[config.mk]
export PLATFORM = sky130hd
export DESIGN_NAME = uart_tx_fifo
export DESIGN_NICKNAME = d
export VERILOG_FILES = /design/src/rtl/uart_pkg.sv /design/src/rtl/uart_sync_fifo.sv /design/src/rtl/uart_tx_fifo.sv
export SDC_FILE = /design/constraint.sdc
export NUM_CORES = 1
export LEC_CHECK = 0
export ABC_CLOCK_PERIOD_IN_PS = 5400
export CORE_MARGIN = 4
export CORE_UTILIZATION = 40
export DETAILED_ROUTE_END_ITERATION = 12
export PLACE_DENSITY_LB_ADDON = 0.12
export SLEW_MARGIN = 25
export SYNTH_ARGS = -nofsm -noshare
export SYNTH_HDL_FRONTEND = slang
export SYNTH_SLANG_ARGS = --single-unit
[constraint.sdc]
create_clock -name clk -period 5.4 [get_ports clk]
set_input_delay 1.08 -clock clk [delete_from_list [all_inputs] [get_ports clk]]
set_output_delay 1.08 -clock clk [all_outputs]
set_load 0.02 [all_outputs]
[src/rtl/uart_pkg.sv]
`default_nettype none
// +-----------------------------------------------------------------------+
// | Module  : uart_pkg                                                    |
// | Brief   : Shared types, constants and parity helper for the UART TX.  |
// | Revision: 1.0 - initial release                                       |
// +-----------------------------------------------------------------------+
package uart_pkg;

  localparam int DATA_BITS_MIN = 5;
  localparam int DATA_W_MAX    = 9;

  typedef enum logic [2:0] {
    NONE  = 3'd0,
    EVEN  = 3'd1,
    ODD   = 3'd2,
    MARK  = 3'd3,
    SPACE = 3'd4
  } parity_e;

  typedef enum logic [2:0] {
    IDLE   = 3'd0,
    START  = 3'd1,
    DATA   = 3'd2,
    PARITY = 3'd3,
    STOP1  = 3'd4,
    STOP2  = 3'd5
  } tx_state_e;

  // Parity covers only the low n bits that actually go on the wire.
  function automatic logic parity_calc(input logic [DATA_W_MAX-1:0] data,
                                       input logic [3:0] n,
                                       input parity_e mode);
    logic x;
    x = 1'b0;
    for (int i = 0; i < DATA_W_MAX; i++) begin
      if (i < int'(n)) x = x ^ data[i];
    end
    case (mode)
      EVEN:    return x;
      ODD:     return ~x;
      MARK:    return 1'b1;
      default: return 1'b0;
    endcase
  endfunction

endpackage
`default_nettype wire

[src/rtl/uart_sync_fifo.sv]
`default_nettype none
// +-----------------------------------------------------------------------+
// | Module  : uart_sync_fifo                                              |
// | Brief   : Single-clock FIFO with flush; read data from register array.|
// | Revision: 1.0 - initial release                                       |
// +-----------------------------------------------------------------------+
module uart_sync_fifo #(
  parameter int WIDTH = 8,
  parameter int DEPTH = 16
) (
  input  logic                     clk,
  input  logic                     rst_n,
  input  logic                     push,
  input  logic                     pop,
  input  logic                     flush,
  input  logic [WIDTH-1:0]         wr_data,
  output logic [WIDTH-1:0]         rd_data,
  output logic                     full,
  output logic                     empty,
  output logic [$clog2(DEPTH):0]   level
);

  localparam int AW = $clog2(DEPTH);
  localparam int CW = AW + 1;
  localparam logic [CW-1:0] FULL_CNT = DEPTH[CW-1:0];

  logic [AW-1:0]    wr_ptr_q, wr_ptr_d, rd_ptr_q, rd_ptr_d;
  logic [CW-1:0]    count_q, count_d;
  logic [WIDTH-1:0] mem_q [DEPTH];
  logic [WIDTH-1:0] mem_d [DEPTH];
  logic             do_push, do_pop;

  assign full    = (count_q == FULL_CNT);
  assign empty   = (count_q == '0);
  assign level   = count_q;
  assign rd_data = mem_q[rd_ptr_q];

  // A full FIFO refuses writes even when a pop frees a slot this cycle.
  always_comb begin
    do_push  = push && !full && !flush;
    do_pop   = pop && !empty;
    mem_d    = mem_q;
    wr_ptr_d = wr_ptr_q;
    rd_ptr_d = rd_ptr_q;
    count_d  = count_q;
    if (do_push) begin
      mem_d[wr_ptr_q] = wr_data;
      wr_ptr_d        = wr_ptr_q + AW'(1);
    end
    if (do_pop) rd_ptr_d = rd_ptr_q + AW'(1);
    case ({do_push, do_pop})
      2'b10:   count_d = count_q + CW'(1);
      2'b01:   count_d = count_q - CW'(1);
      default: count_d = count_q;
    endcase
    if (flush) begin
      wr_ptr_d = '0;
      rd_ptr_d = '0;
      count_d  = '0;
    end
  end

  always_ff @(posedge clk or negedge rst_n) begin
    if (!rst_n) begin
      wr_ptr_q <= '0;
      rd_ptr_q <= '0;
      count_q  <= '0;
    end else begin
      wr_ptr_q <= wr_ptr_d;
      rd_ptr_q <= rd_ptr_d;
      count_q  <= count_d;
    end
  end

  always_ff @(posedge clk) begin
    mem_q <= mem_d;
  end

endmodule
`default_nettype wire

[src/rtl/uart_tx_fifo.sv]
`default_nettype none
// +-----------------------------------------------------------------------+
// | Module  : uart_tx_fifo                                                |
// | Brief   : UART transmitter with TX FIFO and runtime frame format.     |
// |           Define UART_TX_CTS_EN to add the cts_n flow-control input.  |
// | Revision: 1.0 - initial release                                       |
// +-----------------------------------------------------------------------+
module uart_tx_fifo
  import uart_pkg::*;
#(
  parameter int DATA_WIDTH = 8,
  parameter int FIFO_DEPTH = 16,
  parameter int BAUD_W     = 16
) (
  input  logic                          clk,
  input  logic                          rst_n,
  input  logic [BAUD_W-1:0]             baud_div,
  input  logic [3:0]                    data_bits,
  input  logic [2:0]                    parity_mode,
  input  logic                          stop_bits,
  input  logic                          flush,
  input  logic [DATA_WIDTH-1:0]         tx_data,
  input  logic                          tx_valid,
  output logic                          tx_ready,
  output logic [$clog2(FIFO_DEPTH):0]   fifo_level,
  output logic                          busy,
  output logic                          tx_done,
`ifdef UART_TX_CTS_EN
  input  logic                          cts_n,
`endif
  output logic                          uart_txd
);

  logic [DATA_WIDTH-1:0] fifo_rd_data;
  logic                  fifo_full, fifo_empty, pop, start_ok;
  logic [3:0]            cfg_n;
  parity_e               cfg_mode;
  logic [BAUD_W-1:0]     cfg_baud;

  tx_state_e             state_q, state_d;
  logic [BAUD_W-1:0]     cnt_q, cnt_d, baud_q, baud_d;
  logic [DATA_WIDTH-1:0] shreg_q, shreg_d;
  logic [3:0]            nbits_q, nbits_d, bit_cnt_q, bit_cnt_d;
  logic                  has_par_q, has_par_d, par_bit_q, par_bit_d;
  logic                  stop2_q, stop2_d, txd_q, txd_d, tx_done_q, tx_done_d;
  logic                  last;

  uart_sync_fifo #(
    .WIDTH (DATA_WIDTH),
    .DEPTH (FIFO_DEPTH)
  ) u_fifo (
    .clk     (clk),
    .rst_n   (rst_n),
    .push    (tx_valid),
    .pop     (pop),
    .flush   (flush),
    .wr_data (tx_data),
    .rd_data (fifo_rd_data),
    .full    (fifo_full),
    .empty   (fifo_empty),
    .level   (fifo_level)
  );

`ifdef UART_TX_CTS_EN
  logic cts_s1_q, cts_s1_d, cts_s2_q, cts_s2_d;

  always_comb begin
    cts_s1_d = cts_n;
    cts_s2_d = cts_s1_q;
  end

  always_ff @(posedge clk or negedge rst_n) begin
    if (!rst_n) begin
      cts_s1_q <= 1'b1;
      cts_s2_q <= 1'b1;
    end else begin
      cts_s1_q <= cts_s1_d;
      cts_s2_q <= cts_s2_d;
    end
  end

  assign start_ok = !cts_s2_q;
`else
  assign start_ok = 1'b1;
`endif

  assign tx_ready = !fifo_full;
  assign busy     = (state_q != IDLE) || !fifo_empty;
  assign tx_done  = tx_done_q;
  assign uart_txd = txd_q;

  always_comb begin
    cfg_n    = (data_bits < 4'(DATA_BITS_MIN) || data_bits > 4'(DATA_WIDTH))
               ? 4'(DATA_WIDTH) : data_bits;
    cfg_mode = (parity_mode > 3'd4) ? NONE : parity_e'(parity_mode);
    cfg_baud = (baud_div == '0) ? BAUD_W'(1) : baud_div;
  end

  always_comb begin
    state_d   = state_q;
    cnt_d     = cnt_q;
    baud_d    = baud_q;
    shreg_d   = shreg_q;
    nbits_d   = nbits_q;
    bit_cnt_d = bit_cnt_q;
    has_par_d = has_par_q;
    par_bit_d = par_bit_q;
    stop2_d   = stop2_q;
    txd_d     = txd_q;
    pop       = 1'b0;
    last      = (cnt_q == '0);
    case (state_q)
      IDLE: begin
        txd_d = 1'b1;
        // Whole frame format is captured here so later config writes cannot tear a frame.
        if (!fifo_empty && start_ok) begin
          pop       = 1'b1;
          state_d   = START;
          txd_d     = 1'b0;
          cnt_d     = cfg_baud - BAUD_W'(1);
          baud_d    = cfg_baud;
          shreg_d   = fifo_rd_data;
          nbits_d   = cfg_n;
          bit_cnt_d = '0;
          has_par_d = (cfg_mode != NONE);
          par_bit_d = parity_calc(DATA_W_MAX'(fifo_rd_data), cfg_n, cfg_mode);
          stop2_d   = stop_bits;
        end
      end
      default: begin
        if (!last) begin
          cnt_d = cnt_q - BAUD_W'(1);
        end else begin
          cnt_d = baud_q - BAUD_W'(1);
          case (state_q)
            START: begin
              state_d = DATA;
              txd_d   = shreg_q[0];
            end
            DATA: begin
              if (bit_cnt_q == nbits_q - 4'd1) begin
                state_d = has_par_q ? PARITY : STOP1;
                txd_d   = has_par_q ? par_bit_q : 1'b1;
              end else begin
                bit_cnt_d = bit_cnt_q + 4'd1;
                shreg_d   = shreg_q >> 1;
                txd_d     = shreg_q[1];
              end
            end
            PARITY: begin
              state_d = STOP1;
              txd_d   = 1'b1;
            end
            STOP1: begin
              state_d = stop2_q ? STOP2 : IDLE;
              txd_d   = 1'b1;
            end
            default: begin
              state_d = IDLE;
              txd_d   = 1'b1;
            end
          endcase
        end
      end
    endcase
    tx_done_d = (cnt_d == '0) &&
                ((state_d == STOP1 && !stop2_d) || state_d == STOP2);
  end

  always_ff @(posedge clk or negedge rst_n) begin
    if (!rst_n) begin
      state_q   <= IDLE;
      cnt_q     <= '0;
      baud_q    <= BAUD_W'(1);
      shreg_q   <= '0;
      nbits_q   <= 4'(DATA_WIDTH);
      bit_cnt_q <= '0;
      has_par_q <= 1'b0;
      par_bit_q <= 1'b0;
      stop2_q   <= 1'b0;
      txd_q     <= 1'b1;
      tx_done_q <= 1'b0;
    end else begin
      state_q   <= state_d;
      cnt_q     <= cnt_d;
      baud_q    <= baud_d;
      shreg_q   <= shreg_d;
      nbits_q   <= nbits_d;
      bit_cnt_q <= bit_cnt_d;
      has_par_q <= has_par_d;
      par_bit_q <= par_bit_d;
      stop2_q   <= stop2_d;
      txd_q     <= txd_d;
      tx_done_q <= tx_done_d;
    end
  end

endmodule
`default_nettype wire

==> results of run 1 <==
## power by group
part           internal (W)  switching, W
logic              0.000612      0.000792
clock network      0.000655      0.000695
registers           0.00183      0.000273
total               0.00310       0.00176
## critical path: cells and delay by family
family                   cells  cell delay (ns)
AND/OR/NAND/NOR              7             1.55
buffers and inverters        2             0.68
AO/OA/AOI/OAI                3             0.52
adder cells (fa/ha/maj)      1             0.21
XOR/XNOR                     1             0.14
## kinds of logic after synthesis
logic type / after synthesis
fa+ha+maj: 13
xor+xnor: 47
flops: 197
simple gates: 255
buf+inv: 50
compound gates: 125
mux: 53
## cell type report
cell class | count | area [um2] | area share, %
flip-flops and latches | 197 | 5580 | 51.8
clock inverters | 15 | 218 | 2.02
multi-input cells | 493 | 3540 | 32.9
inverters | 14 | 52.6 | 0.488
well taps | 313 | 392 | 3.64
clock buffers | 17 | 425 | 3.95
repair buffers | 60 | 556 | 5.16
## metrics by stage
| step | instance area (um2) | setup slack (ns) | std cells | hold slack [ns] |
|---|---|---|---|---|
| after global placement | 10100 | 1.12 | 1077 | 0.483 |
| after floorplan | 9330 | 1.71 | 740 | 0.443 |
| after global routing | 10800 | 1.28 | 1109 | 0.544 |
| after CTS | 10800 | 1.52 | 1109 | 0.508 |
| final | 10800 | 1.53 | 1109 | 0.504 |
| after detailed placement | 10100 | 1.10 | 1077 | 0.486 |
## routing by layer
metal / global-route usage, % / up-vias
li1: - / 2843
met1: 23.3 / 2980
met2: 29.0 / 147
met3: 3.49 / 19
met4: 5.16 / 0
met5: 0 / -
## layout by cell type (no fill, tap or decap), types with 5 or more instances in the layout
cell and instances:
nand3_1 6, nor2b_1 7, mux4_2 29, or4_1 7
xnor2_1 35, inv_1 13, nand2_1 96, a211oi_1 5
buf_4 16, dfrtp_1 64, xor2_1 11, nor3_1 21
ha_1 12, edfxtp_1 128, clkinv_8 5, o211ai_1 10
a22oi_1 9, a31oi_1 12, mux2i_1 21, nor4_1 16
clkbuf_16 17, nor2_1 65, or2_2 5, nand2b_1 8
clkdlybuf4s50_1 43, a21oi_1 25, or3_1 6, o21ai_0 27
## path summary, 6_finish.rpt
| kind | from | to | slack [ns] | depth (start not counted) |
|---|---|---|---|---|
| min reg2reg | baud_q[15]$_DFFE_PN0P_ | baud_q[15]$_DFFE_PN0P_ | 0.50 | 2 |
| min | baud_q[15]$_DFFE_PN0P_ | baud_q[15]$_DFFE_PN0P_ | 0.50 | 2 |
| min in group asynchronous | rst_n | baud_q[10]$_DFFE_PN0P_ | 0.73 | 1 |
| max in group asynchronous | rst_n | u_fifo.rd_ptr_q[1]$_DFFE_PN0P_ | 3.66 | 2 |
| max | baud_div[8] | tx_done$_DFF_PN0_ | 1.53 | 14 |
| max reg2reg | cnt_q[0]$_DFF_PN0_ | tx_done$_DFF_PN0_ | 1.55 | 13 |
## flip-flops by register name (all words and copies together), names as in the netlist
signal,count
baud_q,16
bit_cnt_q,4
cnt_q,16
has_par_q,1
nbits_q,4
par_bit_q,1
shreg_q,8
state_q,3
stop2_q,1
tx_done,1
u_fifo.level,5
u_fifo.mem_q,128
u_fifo.rd_ptr_q,4
u_fifo.wr_ptr_q,4
uart_txd,1
==> run metrics, run 1 <==
TritonCTS buffer count 17; met3 wire length a little under 900 um; Worst-Skew Late Latency 0.44 ns; Top FF cell, synth edfxtp_1; CTS tree yes; H-tree depth 4; Worst setup SP type primary input; Synth Instances 740; Initial Util between 40% and 50%; Max VDD drop around 200 uV; Synth Net Count between 700 and 800; Hold Crit Class register to register; Die W 161 um; Final Slew Violations 0; Fin. Hold Viols 0; simple-gate share of the synthesized area roughly an eighth; Relative slew margins a little over a third; n_diodes 0; slowest CP cell or4_1; total track usage about 17%; Final #Nets 832; Post-Synth Adder-Cell Area 1.82%; most used cell, CP nor3_1; Synth Warn # 0; final setup TNS 0 ns; EDFF count, synth ~130; outcome completed; cts hold-fix bufs 0; compound-cell area share of the yosys netlist just over 9%; Site Rows 55; count leader, synth edfxtp_1; Max Cap Viol 0; crit path DAT 4.20 ns; most frequent cells after synthesis 128 x edfxtp_1, 96 x nand2_1, 66 x dfrtp_1, 66 x nor2_1, 35 x xnor2_1; minimum clock period ~3.9 ns; vias per cell around 5.4; power consumption around 0.0049 W; Slew @ Worst Pin around 0.95 ns; DR top layer met4; Mapped Avg Cell Area between 10 and 15 um2; unrepaired setup endpoints after global routing false; mux cell area share after synthesis 9.62%; CP Max Fanout 6; clk buf depth 2; XOR/XNOR Fraction of Synth Area between 4 and 5%; drt first pass iters 6; post-DR wirelength/cell roughly 20 um; DRC viols 0; crit end category register; share of cells above drive strength 1 approximately 13%; antenna viol nets, final 0; top-area cell type share of the netlist area 41.2%; initial antenna violation count 0; full die area ~0.026 mm2; worst path required time 5.73 ns; met2 wire len between 10000 and 15000 um; Layout area overhead 15.4%; first-pass GRT wire length 34800 um; CTS root buffer clkbuf_16; Clock Sinks 197; CP Cell Sequence clkdlybuf4s50_1 -> or4_1 -> nor3_1 -> buf_4 -> a31oi_1 -> ha_1 -> nand2b_1 -> nor3_1 -> xnor2_1 -> a211o_1 -> o21ai_0 -> nor2_1 -> nor4b_1 -> and4_1; number of gates resized after CTS 0; mapped cell area 0.00933 mm2; starting DRC count in detailed routing between 500 and 600; Clk pin slew, worst setup/hold paths 0.08 ns; Top Ports 45; Final setup violation count 0; Pwr per Cell Area approximately 450 mW/mm2; Yosys cell types 61; Worst Clk Skew between 0.015 and 0.02 ns; GR Overflow Total 0; Period Utilization, post-route a little under three quarters; Async SR Flop Fraction between 30% and 40%; vias in the first global route between 6k and 7k; Crit Path Class primary input to register; Core Box Area ~0.023 mm2; GP Congestion ~0.84; Die Span Y around 160 um; largest family of logic cells by synthesized area simple AND/OR/NAND/NOR gates; max frequency 0.258 GHz; synthesized flop and latch total 197; sequential fraction of the synthesis area 59.8%; max incr delay on CP approximately 0.61 ns; final WL ~22000 um; setup bufs post-CTS 0; Port Buffer Count 44; vias ~6k; Synth area leaders edfxtp_1 41%, dfrtp_1 18%, mux4_2 7.0%, nand2_1 3.9%, xnor2_1 3.3%; Core Util, Final a little under half; met1 wire length around 9900 um; Leakage Power 3.80 nW; area leader, netlist edfxtp_1; fillers approximately 2k; largest net degree at the start of global routing 44; dpl hpwl roughly 15000 um
Note: power is estimated with default switching activity, not from simulation.
==> run 2, diff against run 1 <==
- ABC_CLOCK_PERIOD_IN_PS: 5400 -> 3290
- clock period: 5.4 -> 3.29 ns (I/O delays scaled with it)
==> run metrics, run 2 (synthesized netlist as in run 1, its figures left out) <==
Max Cap Viol 0 (unchanged); CTS tree yes (unchanged); Clock Sinks 197 (unchanged); clk buf depth 2 (unchanged); fillers 2017 (was 1994); Worst setup SP type register (was primary input); final setup TNS 0 ns (unchanged); initial antenna violation count 0 (unchanged); GP Congestion 0.949 (was 0.844); Largest Register u_fifo.mem_q (unchanged); Largest regs u_fifo.mem_q (128), baud_q (16), cnt_q (16) (unchanged); Leakage Power 4.10 nW (was 3.80 nW); full die area 0.0258 mm2 (unchanged); Crit Path Class register to register (was primary input to register); fin worst setup slack 0.111 ns (was 1.53 ns); Fin. Hold Viols 0 (unchanged); total track usage 17.9% (was 17.4%); Die Span Y 161 um (unchanged); Worst-Skew Late Latency 0.44 ns (about the same); Layout area overhead 20.6% (was 15.4%); n_diodes 0 (unchanged); minimum clock period between 3 and 4 ns; unrepaired setup endpoints after global routing false (unchanged); CP Max Fanout 4 (was 6); Pwr per Cell Area 741 mW/mm2 (was 451 mW/mm2); Port Buffer Count 44 (unchanged); Final setup violation count 0 (unchanged); Worst Clk Skew 0.0147 ns (was 0.0165 ns); outcome completed (unchanged); Post-Place Cell Area 0.0105 mm2 (was 0.0101 mm2); vias 6317 (was 5989); Die W 161 um (unchanged); share of cells above drive strength 1 19.0% (was 12.6%); worst path required time 3.66 ns (was 5.73 ns); most frequent cells in the layout 128 x edfxtp_1, 96 x nand2_1, 67 x buf_4, 65 x nor2_1, 64 x dfrtp_1 (was 128 x edfxtp_1, 96 x nand2_1, 65 x nor2_1, 64 x dfrtp_1, 43 x clkdlybuf4s50_1); TritonCTS buffer count 17 (unchanged); Initial Util 41.0% (unchanged); Final Slew Violations 0 (unchanged); Relative slew margins 39.2% (was 36.6%); crit path DAT 3.55 ns (was 4.20 ns); Finished Cell Area 0.0113 mm2 (was 0.0108 mm2); dpl hpwl 16000 um (was 14700 um); crit end category register (unchanged); DRC viols 0 (unchanged); antenna viol nets, final 0 (unchanged); Period Utilization, post-route 96.6%; Site Rows 55 (unchanged); GR Overflow Total 0 (unchanged); Final #Nets 884 (was 832); Max VDD drop 340 uV (was 196 uV); Core Box Area 0.0228 mm2 (unchanged); vias per cell 5.44 (was 5.40); drt first pass iters 6 (unchanged); post-DR wirelength/cell 19.7 um (was 19.6 um); Core Util, Final 49.4% (was 47.3%); number of flip-flops in the largest register 128 (unchanged); commonest non-fill, non-tap cell in the layout edfxtp_1 (unchanged); starting DRC count in detailed routing 411 (was 512); Slew @ Worst Pin 0.913 ns (was 0.948 ns); H-tree depth 4 (unchanged); final WL 22900 um (was 21700 um); vias in the first global route 6319 (was 6110); first-pass GRT wire length 36100 um (was 34800 um); dpl ws -0.621 ns (was 1.10 ns); max frequency approximately 0.31 GHz; Top Ports 45 (unchanged); Hold Crit Class primary input to asynchronous set/reset pin (was register to register); largest net degree at the start of global routing 70 (was 44); Clk pin slew, worst setup/hold paths 0.08 ns (about the same); CTS root buffer clkbuf_16 (unchanged)
## run 2: cell types whose count changed in the layout (fill, tap and decap cells not counted), sizes merged
cell	change
clkinv	+1
inv	-3
buf	+52
bufinv	+2
## run 2: layout make-up
| class | instances | area, um2 | area share [%] |
|---|---|---|---|
| multi-input combinational | 493 | 3600 | 32.0 |
| sequential | 197 | 5580 | 49.5 |
| tap | 313 | 392 | 3.48 |
| inverter | 14 | 52.6 | 0.467 |
| clock inverter | 15 | 239 | 2.12 |
| timing repair buffer | 112 | 973 | 8.65 |
| clock buffer | 17 | 425 | 3.78 |
## run 2: path summary, 6_finish.rpt
| path | endpoint | startpoint | slack [ns] | cells after the start |
|---|---|---|---|---|
| min | cnt_q[15]$_DFF_PN0_ | rst_n | 0.35 | 1 |
| min in group clk | baud_q[15]$_DFFE_PN0P_ | baud_q[15]$_DFFE_PN0P_ | 0.50 | 2 |
| max | tx_done$_DFF_PN0_ | cnt_q[0]$_DFF_PN0_ | 0.11 | 9 |
| max in group asynchronous | u_fifo.rd_ptr_q[0]$_DFFE_PN0P_ | rst_n | 2.31 | 1 |
| min reg2reg | baud_q[15]$_DFFE_PN0P_ | baud_q[15]$_DFFE_PN0P_ | 0.50 | 2 |
| max reg2reg | tx_done$_DFF_PN0_ | cnt_q[0]$_DFF_PN0_ | 0.11 | 9 |
## run 2: repair_timing
action,in CTS,in global routing
setup endpoints to repair,1,1
gates cloned,0,0
setup buffers,1,0
hold buffers,0,0
gates resized for setup,2,7
## run 2: where the power goes
group	switching, W	total (W)	internal (W)	leakage, nW
clock	0.00109	0.00229	0.00120	0.321
sequential	0.000407	0.00341	0.00300	2.01
combinational	0.00148	0.00264	0.00116	1.77
total	0.00298	0.00834	0.00537	4.10
## run 2: per-stage QoR
stage | instances | total power [W] | hold slack [ns]
after floorplan | 740 | 0.00504 | 0.362
after global placement | 1128 | 0.00601 | 0.470
after detailed placement | 1128 | 0.00604 | 0.491
after CTS | 1161 | 0.00836 | 0.380
after global routing | 1161 | 0.00880 | 0.416
final | 1161 | 0.00834 | 0.345
## run 2: routing by layer
| layer | GRT usage, % | vias to the layer above | routed length [um] |
|---|---|---|---|
| met4 | 4.58 | 0 | 386 |
| met2 | 30.1 | 167 | 11400 |
| met1 | 23.8 | 3173 | 10100 |
| met5 | 0 | - | 0 |
| li1 | - | 2954 | - |
| met3 | 3.72 | 23 | 1050 |
## run 2: worst max-delay path, cell delays in order, from the launching register on
cell      delay, ns
dfrtp_1        0.41
or4_1          0.61
buf_4          0.19
or4_1          0.51
nor3_1         0.36
nor3_1         0.08
o21ai_0        0.28
o211ai_1       0.19
nor4_1         0.28
and4_1         0.23
